===== src/rtl/fft_pkg.sv =====
// rtl/fft_pkg.sv - shared FFT widths, lane selector type and lane rotation rule
package fft_pkg;

  localparam int BIT_DEFAULT = 17;
  localparam int LANES       = 4;

  typedef logic [1:0] selT;

  // Input mixer places Xk on lane (k + sel) mod 4; the output mixer reads it back from there.
  function automatic logic [1:0] rotLane(input logic [1:0] k, input selT sel);
    return k + sel;
  endfunction

  function automatic logic [1:0] srcLane(input logic [1:0] j, input selT sel);
    return j - sel;
  endfunction

endpackage


===== src/rtl/fft_lane_rotate.sv =====
// rtl/fft_lane_rotate.sv - combinational 4-lane rotator, Y[(k+sel) mod 4] = Xk
module fft_lane_rotate
  import fft_pkg::*;
#(
  parameter int W = 2 * BIT_DEFAULT
) (
  input  logic [W-1:0] x0,
  input  logic [W-1:0] x1,
  input  logic [W-1:0] x2,
  input  logic [W-1:0] x3,
  input  selT          sel,
  output logic [W-1:0] y0,
  output logic [W-1:0] y1,
  output logic [W-1:0] y2,
  output logic [W-1:0] y3
);

  logic [W-1:0] xLane [LANES];
  logic [W-1:0] yLane [LANES];

  assign xLane[0] = x0;
  assign xLane[1] = x1;
  assign xLane[2] = x2;
  assign xLane[3] = x3;

  always_comb begin
    for (int j = 0; j < LANES; j++) begin
      yLane[j] = xLane[srcLane(2'(j), sel)];
    end
  end

  assign y0 = yLane[0];
  assign y1 = yLane[1];
  assign y2 = yLane[2];
  assign y3 = yLane[3];

endmodule


===== src/rtl/fft_input_mix.sv =====
// rtl/fft_input_mix.sv - gathers serial complex samples into groups of four and rotates them across lanes
module fft_input_mix
  import fft_pkg::*;
#(
  parameter int BIT = BIT_DEFAULT
) (
  input  logic           iCLK,
  input  logic           iRESET,
  input  logic           iVALID,
  input  logic           iSYNC,
  input  logic [1:0]     iSEL,
  input  logic [BIT-1:0] iRE,
  input  logic [BIT-1:0] iIM,
  output logic [BIT-1:0] oY0_RE,
  output logic [BIT-1:0] oY0_IM,
  output logic [BIT-1:0] oY1_RE,
  output logic [BIT-1:0] oY1_IM,
  output logic [BIT-1:0] oY2_RE,
  output logic [BIT-1:0] oY2_IM,
  output logic [BIT-1:0] oY3_RE,
  output logic [BIT-1:0] oY3_IM,
  output logic           oVALID,
  output logic [1:0]     oSLOT
);

  logic [1:0]     slotQ;
  logic [1:0]     effSlot;
  selT            selQ;
  logic [BIT-1:0] stageRe [3];
  logic [BIT-1:0] stageIm [3];
  logic [2*BIT-1:0] rotY0, rotY1, rotY2, rotY3;

  // A sync pulse alongside a valid sample restarts the group with that sample.
  assign effSlot = iSYNC ? 2'd0 : slotQ;

  // X3 bypasses staging so the group can complete on the same edge it arrives.
  fft_lane_rotate #(
    .W (2 * BIT)
  ) uRotate (
    .x0  ({stageRe[0], stageIm[0]}),
    .x1  ({stageRe[1], stageIm[1]}),
    .x2  ({stageRe[2], stageIm[2]}),
    .x3  ({iRE, iIM}),
    .sel (selQ),
    .y0  (rotY0),
    .y1  (rotY1),
    .y2  (rotY2),
    .y3  (rotY3)
  );

  always_ff @(posedge iCLK) begin
    if (iRESET) begin
      slotQ  <= 2'd0;
      selQ   <= 2'd0;
      oVALID <= 1'b0;
      oY0_RE <= '0;
      oY0_IM <= '0;
      oY1_RE <= '0;
      oY1_IM <= '0;
      oY2_RE <= '0;
      oY2_IM <= '0;
      oY3_RE <= '0;
      oY3_IM <= '0;
      for (int i = 0; i < 3; i++) begin
        stageRe[i] <= '0;
        stageIm[i] <= '0;
      end
    end else begin
      oVALID <= 1'b0;
      if (iVALID) begin
        if (effSlot == 2'd0) begin
          selQ <= iSEL;
        end
        case (effSlot)
          2'd0: begin
            stageRe[0] <= iRE;
            stageIm[0] <= iIM;
          end
          2'd1: begin
            stageRe[1] <= iRE;
            stageIm[1] <= iIM;
          end
          2'd2: begin
            stageRe[2] <= iRE;
            stageIm[2] <= iIM;
          end
          default: begin
            {oY0_RE, oY0_IM} <= rotY0;
            {oY1_RE, oY1_IM} <= rotY1;
            {oY2_RE, oY2_IM} <= rotY2;
            {oY3_RE, oY3_IM} <= rotY3;
            oVALID           <= 1'b1;
          end
        endcase
        slotQ <= effSlot + 2'd1;
      end else if (iSYNC) begin
        slotQ <= 2'd0;
      end
    end
  end

  assign oSLOT = slotQ;

endmodule


===== config.mk =====
export PLATFORM = sky130hd
export DESIGN_NAME = fft_input_mix
export DESIGN_NICKNAME = d
export VERILOG_FILES = /design/src/rtl/fft_pkg.sv /design/src/rtl/fft_lane_rotate.sv /design/src/rtl/fft_input_mix.sv
export SDC_FILE = /design/constraint.sdc
export NUM_CORES = 1
export LEC_CHECK = 0
export CORE_MARGIN = 2
export CORE_UTILIZATION = 28
export CTS_BUF_LIST = sky130_fd_sc_hd__clkbuf_8 sky130_fd_sc_hd__clkbuf_16
export DETAILED_ROUTE_END_ITERATION = 10
export DONT_BUFFER_PORTS = 1
export PLACE_DENSITY = 0.43
export REMOVE_ABC_BUFFERS = 1
export SKIP_CTS_REPAIR_TIMING = 1
export SLEW_MARGIN = 10
export SYNTH_ARGS = -nofsm -noshare
export SYNTH_HDL_FRONTEND = slang
export SYNTH_HIERARCHICAL = 1
export SYNTH_SLANG_ARGS = --single-unit

===== constraint.sdc =====
create_clock -name iCLK -period 2 [get_ports iCLK]
set_input_delay 0 -clock iCLK [delete_from_list [all_inputs] [get_ports iCLK]]
set_output_delay 0 -clock iCLK [all_outputs]
set_load 0.01 [all_outputs]

# After elaboration in Yosys (flattened, before gate mapping)
# Memories as Yosys holds them, arrays and structs flattened.
# Cells that the tools add are included.
# word_totals
wordCells	76
regBits	141
n_memories	2
mem_bits_rw	102
in_bits	40
output_inout_bits	139
# mem_list
name	words	word_bits	read_ports	rd_clocked_by_memory_dff	wr	line	text
stageIm	3	17	3	0	3	fft_input_mix.sv:30	logic [BIT-1:0] stageIm [3];
stageRe	3	17	3	0	3	fft_input_mix.sv:29	logic [BIT-1:0] stageRe [3];
# op_classes
n_mux	35
bitwise	12
reduce_logical	5
n_lt_le_gt_ge	4
n_eq_ne	2
addsub	5
# ops
operator	n
binary-select mux 34 bit (select 2 bit)	4
two-way mux 34 bit	8
two-way mux 17 bit	6
two-way mux 1 bit	15
greater-or-equal comparator 3 bit, second input constant	4
inverter 2 -> 3 bit	4
bitwise OR 1 bit	6
two-way mux 2 bit	2
AND reduction 2 bit	2
subtractor 1 x 2 -> 2 bit, first input constant	2
subtractor 2 bit, first input constant	2
OR reduction 3 bit	1
adder 2 x 1 -> 2 bit, second input constant	1
equality test 2 x 1 -> 1 bit, second input constant	1
equality test 2 bit, second input constant	1
logical NOT 2 bit	1
inverter 1 bit	2
OR reduction 2 bit	1

# Logic depth before layout (Yosys ltp)
# Gate-level depths: netlist of the first run.
# depth
depth_word	7
depth_mapped	7
depth_no_buf	3

# Modules after synthesis
# Netlist of the first run, hierarchy kept.
# by_module_without_submodules
mod	cells_per_inst	n_inst	area_each_um2	seq_area_each_um2
fft_input_mix	759	1	8204.1	5885.6
fft_lane_rotate	166	1	3294.4	0.0

# Least setup slack after synthesis of the first run
# No wires, ideal clock.
# synth_path
kind	flip-flop to flip-flop
from	register slotQ[0], in the netlist oSLOT[0]
to	memory stageIm[0][17] (netlist name), enable pin
path_buffers	0
path_slack_ns	0.304
setup_ns	0.378
synth_period_minus_slack_ns	1.696
path_stages_with_launch	3
t_required_ns	1.622
arrival_ns	1.318
path_cell_list	dfxtp_1 nor2b_1 a31o_2
# synth_lines
element	line	text
start, declared	fft_input_mix.sv:26	logic [1:0] slotQ;
start signal, assigned	fft_input_mix.sv:95	slotQ <= effSlot + 2'd1;
end, declared	fft_input_mix.sv:30	

# Final worst setup path of the first run
# layout_path
from	register slotQ[0], in the netlist oSLOT[0]
to	register slotQ[0], in the netlist oSLOT[0]
# layout_between
elab_chain_len	3
# layout_lines
element	line	text
two-way mux 2 bit (*)	--	
adder 2 x 1 -> 2 bit	fft_input_mix.sv:95	
two-way mux 2 bit (*)	fft_input_mix.sv:70	if (iVALID) begin
# Every way passes the cells marked *; elsewhere a longest branch is shown, timed or not.
# A chain may end at the register's enable or synchronous reset.

==> results.ini, run 1 <==
[power_and_ir_drop]
p_leak_nw = 4.26
total_power_mw = 12.2
p_per_area_nw_per_um2 = 906
ir_drop_mv = 0.457

[clocking]
cts.sinks = 243
htree_num_levels = 1
cts.clk_slew.worst_paths_ps = 60
clockRootBuffer = clkbuf_16
cts_inserted_buffers = 31
cts_tree = built
insertion_delay_ps = 560
cts_buffer_depth = 3

[yosys]
syn_avg_cell_area_um2 = 12.4
ys_seq_elements = 243
synth_simple_gate_area_share_pct = 11.5
synthMuxAreaShare_pct = 26.8
ys_seq_area_share_pct = 51.2
synth_fa_ha_area_share_pct = 0
synth_cells = 925
synth_cell_types = 25
syn_area_um2 = 11500
synth_top_family_by_area = multiplexers
synth_compound_area_share_pct = 6.21
ys_warn_count = 6
yosys.area_share.xor_xnor_pct = 0.152

[placed_design]
dp.cells = 1394
gp_congestion = 0.702
numPortBuffers = 0
post-dp-hpwl_um = 16400

[floorplanning]
coreArea_um2 = 40600
die_w_um = 207
die-area_um2 = 42700
die_y_um = 207
start_util_pct = 28.3
ioPinCount = 179
fp-row-count = 74

[global_route]
grt_util_met1_pct = 17.0
grt_usage_pct = 12.9
grt_busiest_layer = met2
grtUsageMet2_pct = 20.6
grt_max_degree = 148
antenna_found_initial = 2
gr-usage-met3_pct = 3.85
grt_pass1_wl_um = 43100
grt_pass1_vias = 7195
grt_remaining_overflow = 0

[routing]
ant_nets = 0
avgViaCountPerCell = 4.96
routed_wl_um = 27700
drt_iter0_markers = 317
first_pass_iters = 5
via_count = 7412
drc = 0
avgRoutedWirePerCell_um = 18.5

[setup_path]
crit_path_end_kind = flip-flop
criticalPathCategory = flip-flop to flip-flop
cp_max_fo = 7
worst_ep_required_time_ps = 2440
r2r_slack_ps = 230
cp-start-kind = flip-flop
cp_data_arrival_time_ps = 2210

[timing]
whs_ps = -481
fin_crit_sh_pct = 88.6
relSlewSlack_pct = 61.0
setup_viol = 0
slew_violations = 0
final-hold-violation-count = 140
skew_ps = 10.3
fmax_mhz = 565
tightest_slew_ps = 586
rsz0062_at_grt = no
period_needed_ps = 1770

[cells_and_area]
fin_nets = 979
mostFrequentLayoutCells = nand2_1 (273), dfxtp_1 (139), a21oi_1 (136), mux4_2 (136), edfxtp_1 (102)
post-route-util_pct = 33.2
antenna_cells = 0
layout_commonest_cell = nand2_1
synthToLayoutAreaGrowth_pct = 17.4
drive_gt1_share_pct = 21.7
fin_cells = 1495

[outcome]
status = finished with violations
violations = negative hold slack

[job]
maxCapViolCount = 0

[worst_hold_path]
hold_class = input port to flip-flop

[sequential cells by signal, summed over array words and instances (netlist names)]
signal / flops
oY1_RE: 17
oY3_IM: 17
selQ: 2
oY2_IM: 17
oY0_IM: 17
oVALID: 1
oY3_RE: 17
stageRe: 51
oY0_RE: 17
stageIm: 51
oY2_RE: 17
oY1_IM: 17
oSLOT: 2
[cells by family (layout without fill, tap and decap cells)]
group,count (synthesis),in the layout
XOR/XNOR,2,2
multiplexers,138,138
AND/OR/NAND/NOR,321,321
buffers and inverters,81,119
AO/OA/AOI/OAI,140,140
flip-flops,243,243
[synth_stat cells]
cell type  number  share of area (%)
a21oi_1       136                5.9
xnor2_1         2               0.15
and4b_1         1              0.087
dfxtp_1       141                 25
edfxtp_1      102                 27
nor2_1          4               0.13
nor3_1          1              0.043
buf_4          26                1.7
inv_1           1              0.033
buf_6           2               0.20
o21a_1          1              0.065
mux4_2        136                 27
clkbuf_1       23               0.75
a21oi_2         1              0.076
and2_1         34                1.8
a31o_2          2               0.15
nand2b_1        5               0.27
nand4b_1        1              0.076
buf_2          27                1.2
nand2_1       273                8.9
or2_2           1              0.054
buf_8           1               0.13
mux2i_1         2               0.17
buf_12          1               0.17
nor2b_1         1              0.054
[area by class of cell]
type / count / area, um2
Timing Repair Buffer: 61 / 731
Sequential cell: 243 / 5890
Inverter: 1 / 3.75
Tap cell: 532 / 666
Fill cell: 4091 / 27200
Clock buffer: 39 / 897
Multi-Input combinational cell: 601 / 5150
Clock inverter: 18 / 158
[report_power, final]
group / total (mW) / internal [mW] / switching, mW
registers: 5.48 / 5.34 / 0.143
clock network: 5.67 / 3.52 / 2.15
logic: 1.08 / 0.649 / 0.431
[per-stage QoR]
stage	hold slack (ps)	setup WS, ps	area [um2]	TNS [ps]
3_3_place_gp	80.5	336	12000	0
3_5_place_dp	82.6	319	12000	0
2_1_floorplan	69.1	-4020	11000	-546650
4_1_cts	-529	297	13100	0
5_1_grt	-504	119	13500	0
6_report	-481	229	13500	0
[path summary, 6_finish.rpt]
check / to / cells after the start / from
max: oSLOT[0]$_SDFF_PP0_ / 4 / oSLOT[0]$_SDFF_PP0_
min: oY1_RE[2]$_SDFFE_PP0P_ / 1 / iRESET
max reg2reg: oSLOT[0]$_SDFF_PP0_ / 4 / oSLOT[0]$_SDFF_PP0_
min reg2reg: oY3_RE[2]$_SDFFE_PP0P_ / 2 / oY3_RE[2]$_SDFFE_PP0P_
[layer usage]
| layer | vias up | wire (um) | part of all wire, % |
|---|---|---|---|
| li1 | 3442 | - | - |
| met1 | 3774 | 12400 | 45 |
| met2 | 160 | 12800 | 46 |
| met3 | 34 | 1920 | 6.9 |
| met4 | 2 | 494 | 1.8 |
| met5 | - | 13 | 0.047 |
[worst max-delay path, stage by stage, from the launching register on]
cell and delay (ps):
dfxtp_1 490, nor2b_1 400, xnor2_1 170, nor2_1 50, dlygate4sd3_1 550
Power figures use the tool's default switching activity.
==> run 2: changes to the inputs <==
--- a/config.mk
+++ b/config.mk
@@ -5,9 +5,11 @@
 export SDC_FILE = /design/constraint.sdc
 export NUM_CORES = 1
 export LEC_CHECK = 0
+export ABC_AREA = 1
 export CORE_MARGIN = 2
 export CORE_UTILIZATION = 28
 export CTS_BUF_LIST = sky130_fd_sc_hd__clkbuf_8 sky130_fd_sc_hd__clkbuf_16
+export CTS_CLUSTER_DIAMETER = 150
 export DETAILED_ROUTE_END_ITERATION = 10
 export DONT_BUFFER_PORTS = 1
 export PLACE_DENSITY = 0.43
@@ -18,3 +20,4 @@
 export SYNTH_HDL_FRONTEND = slang
 export SYNTH_HIERARCHICAL = 1
 export SYNTH_SLANG_ARGS = --single-unit
+export TNS_END_PERCENT = 1
==> run 2 against run 1 <==
Against the previous run: the flow now finishes without violations; register-to-register slack about the same; worst setup slack gained 13 ps; clock skew fell by 1.1 ps; first-iteration DRC count up 83%; sequential cell count unchanged; routed wire length increased by 25%; critical path depth increased by 1; hold slack better by 700 ps; largest power group is now registers; highest routed layer unchanged.
==> results.ini, run 2 <==
[placed_design]
gp_congestion = 0.740  ; was 0.702
dp.cells = 2547  ; was 1394
post-dp-hpwl_um = 21900  ; was 16400 um
placed_area_um2 = 13500  ; was 12000 um2
place_ws_ps = 290  ; was 319 ps
numPortBuffers = 0  ; unchanged

[yosys]
synth_top_area_share_pct = 25.8  ; was 26.6%
synth_cell_types = 16  ; was 25
synthTopCellsByArea = nand2_1 (26%), edfxtp_1 (23%), dfxtp_1 (22%)  ; was edfxtp_1 (27%), mux4_2 (27%), dfxtp_1 (25%)
synth_cells = 2024  ; was 925
synthTopCellsByCount = nand2_1 (896), inv_1 (313), nor2_1 (311)  ; was nand2_1 (273), dfxtp_1 (141), a21oi_1 (136), mux4_2 (136), edfxtp_1 (102)
synthArstFlopShare_pct = 0  ; unchanged
ys_warn_count = 6  ; unchanged
syn_area_um2 = 13100  ; was 11500 um2
synth_area_leader_cell = nand2_1  ; was edfxtp_1
synth_edf_count = 102  ; unchanged
synth_most_common_cell = nand2_1  ; unchanged
syn_avg_cell_area_um2 = 6.45  ; was 12.4 um2
ys_seq_area_share_pct = 45.1  ; was 51.2%
ys.flop_type = dfxtp_1  ; unchanged
ys_seq_elements = 243  ; unchanged

[setup_path]
worstRegToRegCells = 5  ; was 4
cp-start-kind = flip-flop  ; unchanged
cp_data_arrival_time_ps = 2250  ; was 2210 ps
cp_max_fo = 5  ; was 7
worst_ep_required_time_ps = 2490  ; was 2440 ps
r2r_slack_ps = 240  ; was 230 ps
r2r_start = oSLOT[0]$_SDFF_PP0_  ; unchanged
criticalPathCategory = flip-flop to flip-flop  ; unchanged
crit_path_end_kind = flip-flop  ; unchanged
reg2reg_to = oSLOT[1]$_SDFF_PP0_  ; was oSLOT[0]$_SDFF_PP0_

[timing]
skew_ps = 9.18  ; was 10.3 ps
period_needed_ps = 1760  ; was 1770 ps
tightest_slew_ps = 669  ; was 586 ps
fmax_mhz = 569  ; was 565 MHz
tns_ps = 0  ; unchanged
fin_crit_sh_pct = 87.9  ; was 88.6%
setup_ws_ps = 242  ; was 229 ps
relSlewSlack_pct = 55.4  ; was 61.0%
rsz0062_at_grt = no  ; unchanged
whs_ps = 221  ; was -481 ps
slew_violations = 0  ; unchanged
final-hold-violation-count = 0  ; was 140
setup_viol = 0  ; unchanged

[cells_and_area]
fillerInstances = 5131  ; was 4091
largestRegisters = stageIm x51, stageRe x51  ; unchanged
layout_commonest_cell = nand2_1  ; unchanged
post-route-util_pct = 32.2  ; was 33.2%
synthToLayoutAreaGrowth_pct = 14.0  ; was 17.4%
antenna_cells = 0  ; unchanged
mostFrequentLayoutCells = nand2_1 (893), inv_1 (319), nor2_1 (311)  ; was nand2_1 (273), dfxtp_1 (139), a21oi_1 (136), mux4_2 (136), edfxtp_1 (102)
drive_gt1_share_pct = 4.07  ; was 21.7%
fin_cells = 2645  ; was 1495
design_area_um2 = 14900  ; was 13500 um2
fin_nets = 2054  ; was 979

[routing]
m1WireLength_um = 16200  ; was 12400 um
avgViaCountPerCell = 4.22  ; was 4.96
drc = 0  ; unchanged
avgRoutedWirePerCell_um = 13.1  ; was 18.5 um
ant_nets = 0  ; unchanged
via_count = 11200  ; was 7412
first_pass_iters = 5  ; unchanged
top_layer_used = met5  ; unchanged
met3_wirelength_um = 2070  ; was 1920 um
routed_wl_um = 34600  ; was 27700 um
drt_iter0_markers = 580  ; was 317
wl_met2_um = 15700  ; was 12800 um

[clocking]
htree_num_levels = 1  ; unchanged
cts_tree = built  ; unchanged
cts_inserted_buffers = 31  ; unchanged
insertion_delay_ps = 570  ; was 560 ps
clockRootBuffer = clkbuf_16  ; unchanged
cts.sinks = 243  ; unchanged
cts_buffer_depth = 3  ; unchanged
cts.clk_slew.worst_paths_ps = 60  ; about the same

[power_and_ir_drop]
p_leak_nw = 8.11  ; was 4.26 nW
p_per_area_nw_per_um2 = 816  ; was 906 nW/um2
total_power_mw = 12.1  ; was 12.2 mW
ir_drop_mv = 0.576  ; was 0.457 mV

[floorplanning]
coreArea_um2 = 46300  ; was 40600 um2
fp-row-count = 79  ; was 74
start_util_pct = 28.2  ; was 28.3%
die_y_um = 220  ; was 207 um
die-area_um2 = 48300  ; was 42700 um2
ioPinCount = 179  ; unchanged
die_w_um = 220  ; was 207 um

[global_route]
grt_pass1_vias = 10200  ; was 7195
grt_usage_pct = 14.1  ; was 12.9%
grt_pass1_wl_um = 54700  ; was 43100 um
grt_remaining_overflow = 0  ; unchanged
grt_max_degree = 106  ; was 148
antenna_found_initial = 1  ; was 2

[worst_hold_path]
holdPathEnd = oSLOT[1]$_SDFF_PP0_  ; was oY1_RE[2]$_SDFFE_PP0P_
worstHoldStart = iRESET  ; unchanged
worstHoldPathCells = 2  ; was 1
hold_class = input port to flip-flop  ; unchanged

[outcome]
status = finished clean  ; was finished with violations

[job]
maxCapViolCount = 0  ; unchanged

[run 2: cell count changes in the layout (fill, tap and decap cells not counted), sizes merged, moves of 5 or more]
cell / previous run / this run
clkinv: 7 / 15
mux4: 136 / 0
nand3: 0 / 141
a21oi: 137 / 4
nand2b: 5 / 0
inv: 9 / 323
nand2: 273 / 897
clkbuf: 39 / 34
buf: 17 / 24
nor2: 4 / 311
and2: 34 / 0
[run 2: area by class of cell]
type                    count  area [um2]  area share [%]
multi-input cells        1357        5330            35.8
clock inverters            23         106           0.715
flip-flops and latches    243        5890            39.6
repair buffers             65         766            5.15
inverters                 316        1190            8.01
clock buffers              34         828            5.57
well taps                 607         759            5.11
[run 2: kinds of logic (layout without fill, tap and decap cells)]
logic type	Yosys count	after routing	share of synthesized area, %
simple gates	1350	1350	40.4
flops	243	243	45.1
buf+inv	424	438	14.3
compound gates	7	7	0.268
[run 2: per-layer routing]
layer | GRT usage [%] | vias up
met4 | 3.22 | 2
met3 | 3.46 | 43
met5 | 0 | -
met1 | 18.3 | 4976
met2 | 23.8 | 198
li1 | - | 5934
[run 2: how the worst max path moves through the flow]
stage,start,endpoint,slack (ps)
floorplan,selQ[0]$_SDFFE_PP0P_,oY0_IM[0]$_SDFFE_PP0P_,-3820
global placement,oSLOT[1]$_SDFF_PP0_,stageRe[0][47]$_DFFE_PP_,280
detailed placement,oSLOT[1]$_SDFF_PP0_,stageRe[0][47]$_DFFE_PP_,290
CTS,oSLOT[1]$_SDFF_PP0_,stageRe[0][41]$_DFFE_PP_,270
global route,oSLOT[0]$_SDFF_PP0_,oSLOT[1]$_SDFF_PP0_,100
finish,oSLOT[0]$_SDFF_PP0_,oSLOT[1]$_SDFF_PP0_,240
[run 2: power breakdown]
part	switching [mW]	leakage, nW	total (mW)	internal, mW
clock network	2.18	0.495	5.12	2.94
registers	0.0938	2.21	5.44	5.34
logic	1.08	5.40	1.58	0.499
total	3.35	8.11	12.1	8.78
[run 2: worst max-delay path, cell delays in order (launching register included)]
cell and delay (ps):
dfxtp_1 510, inv_1 120, nor2_1 180, nand3_1 150, dlygate4sd3_1 610, a21oi_1 130
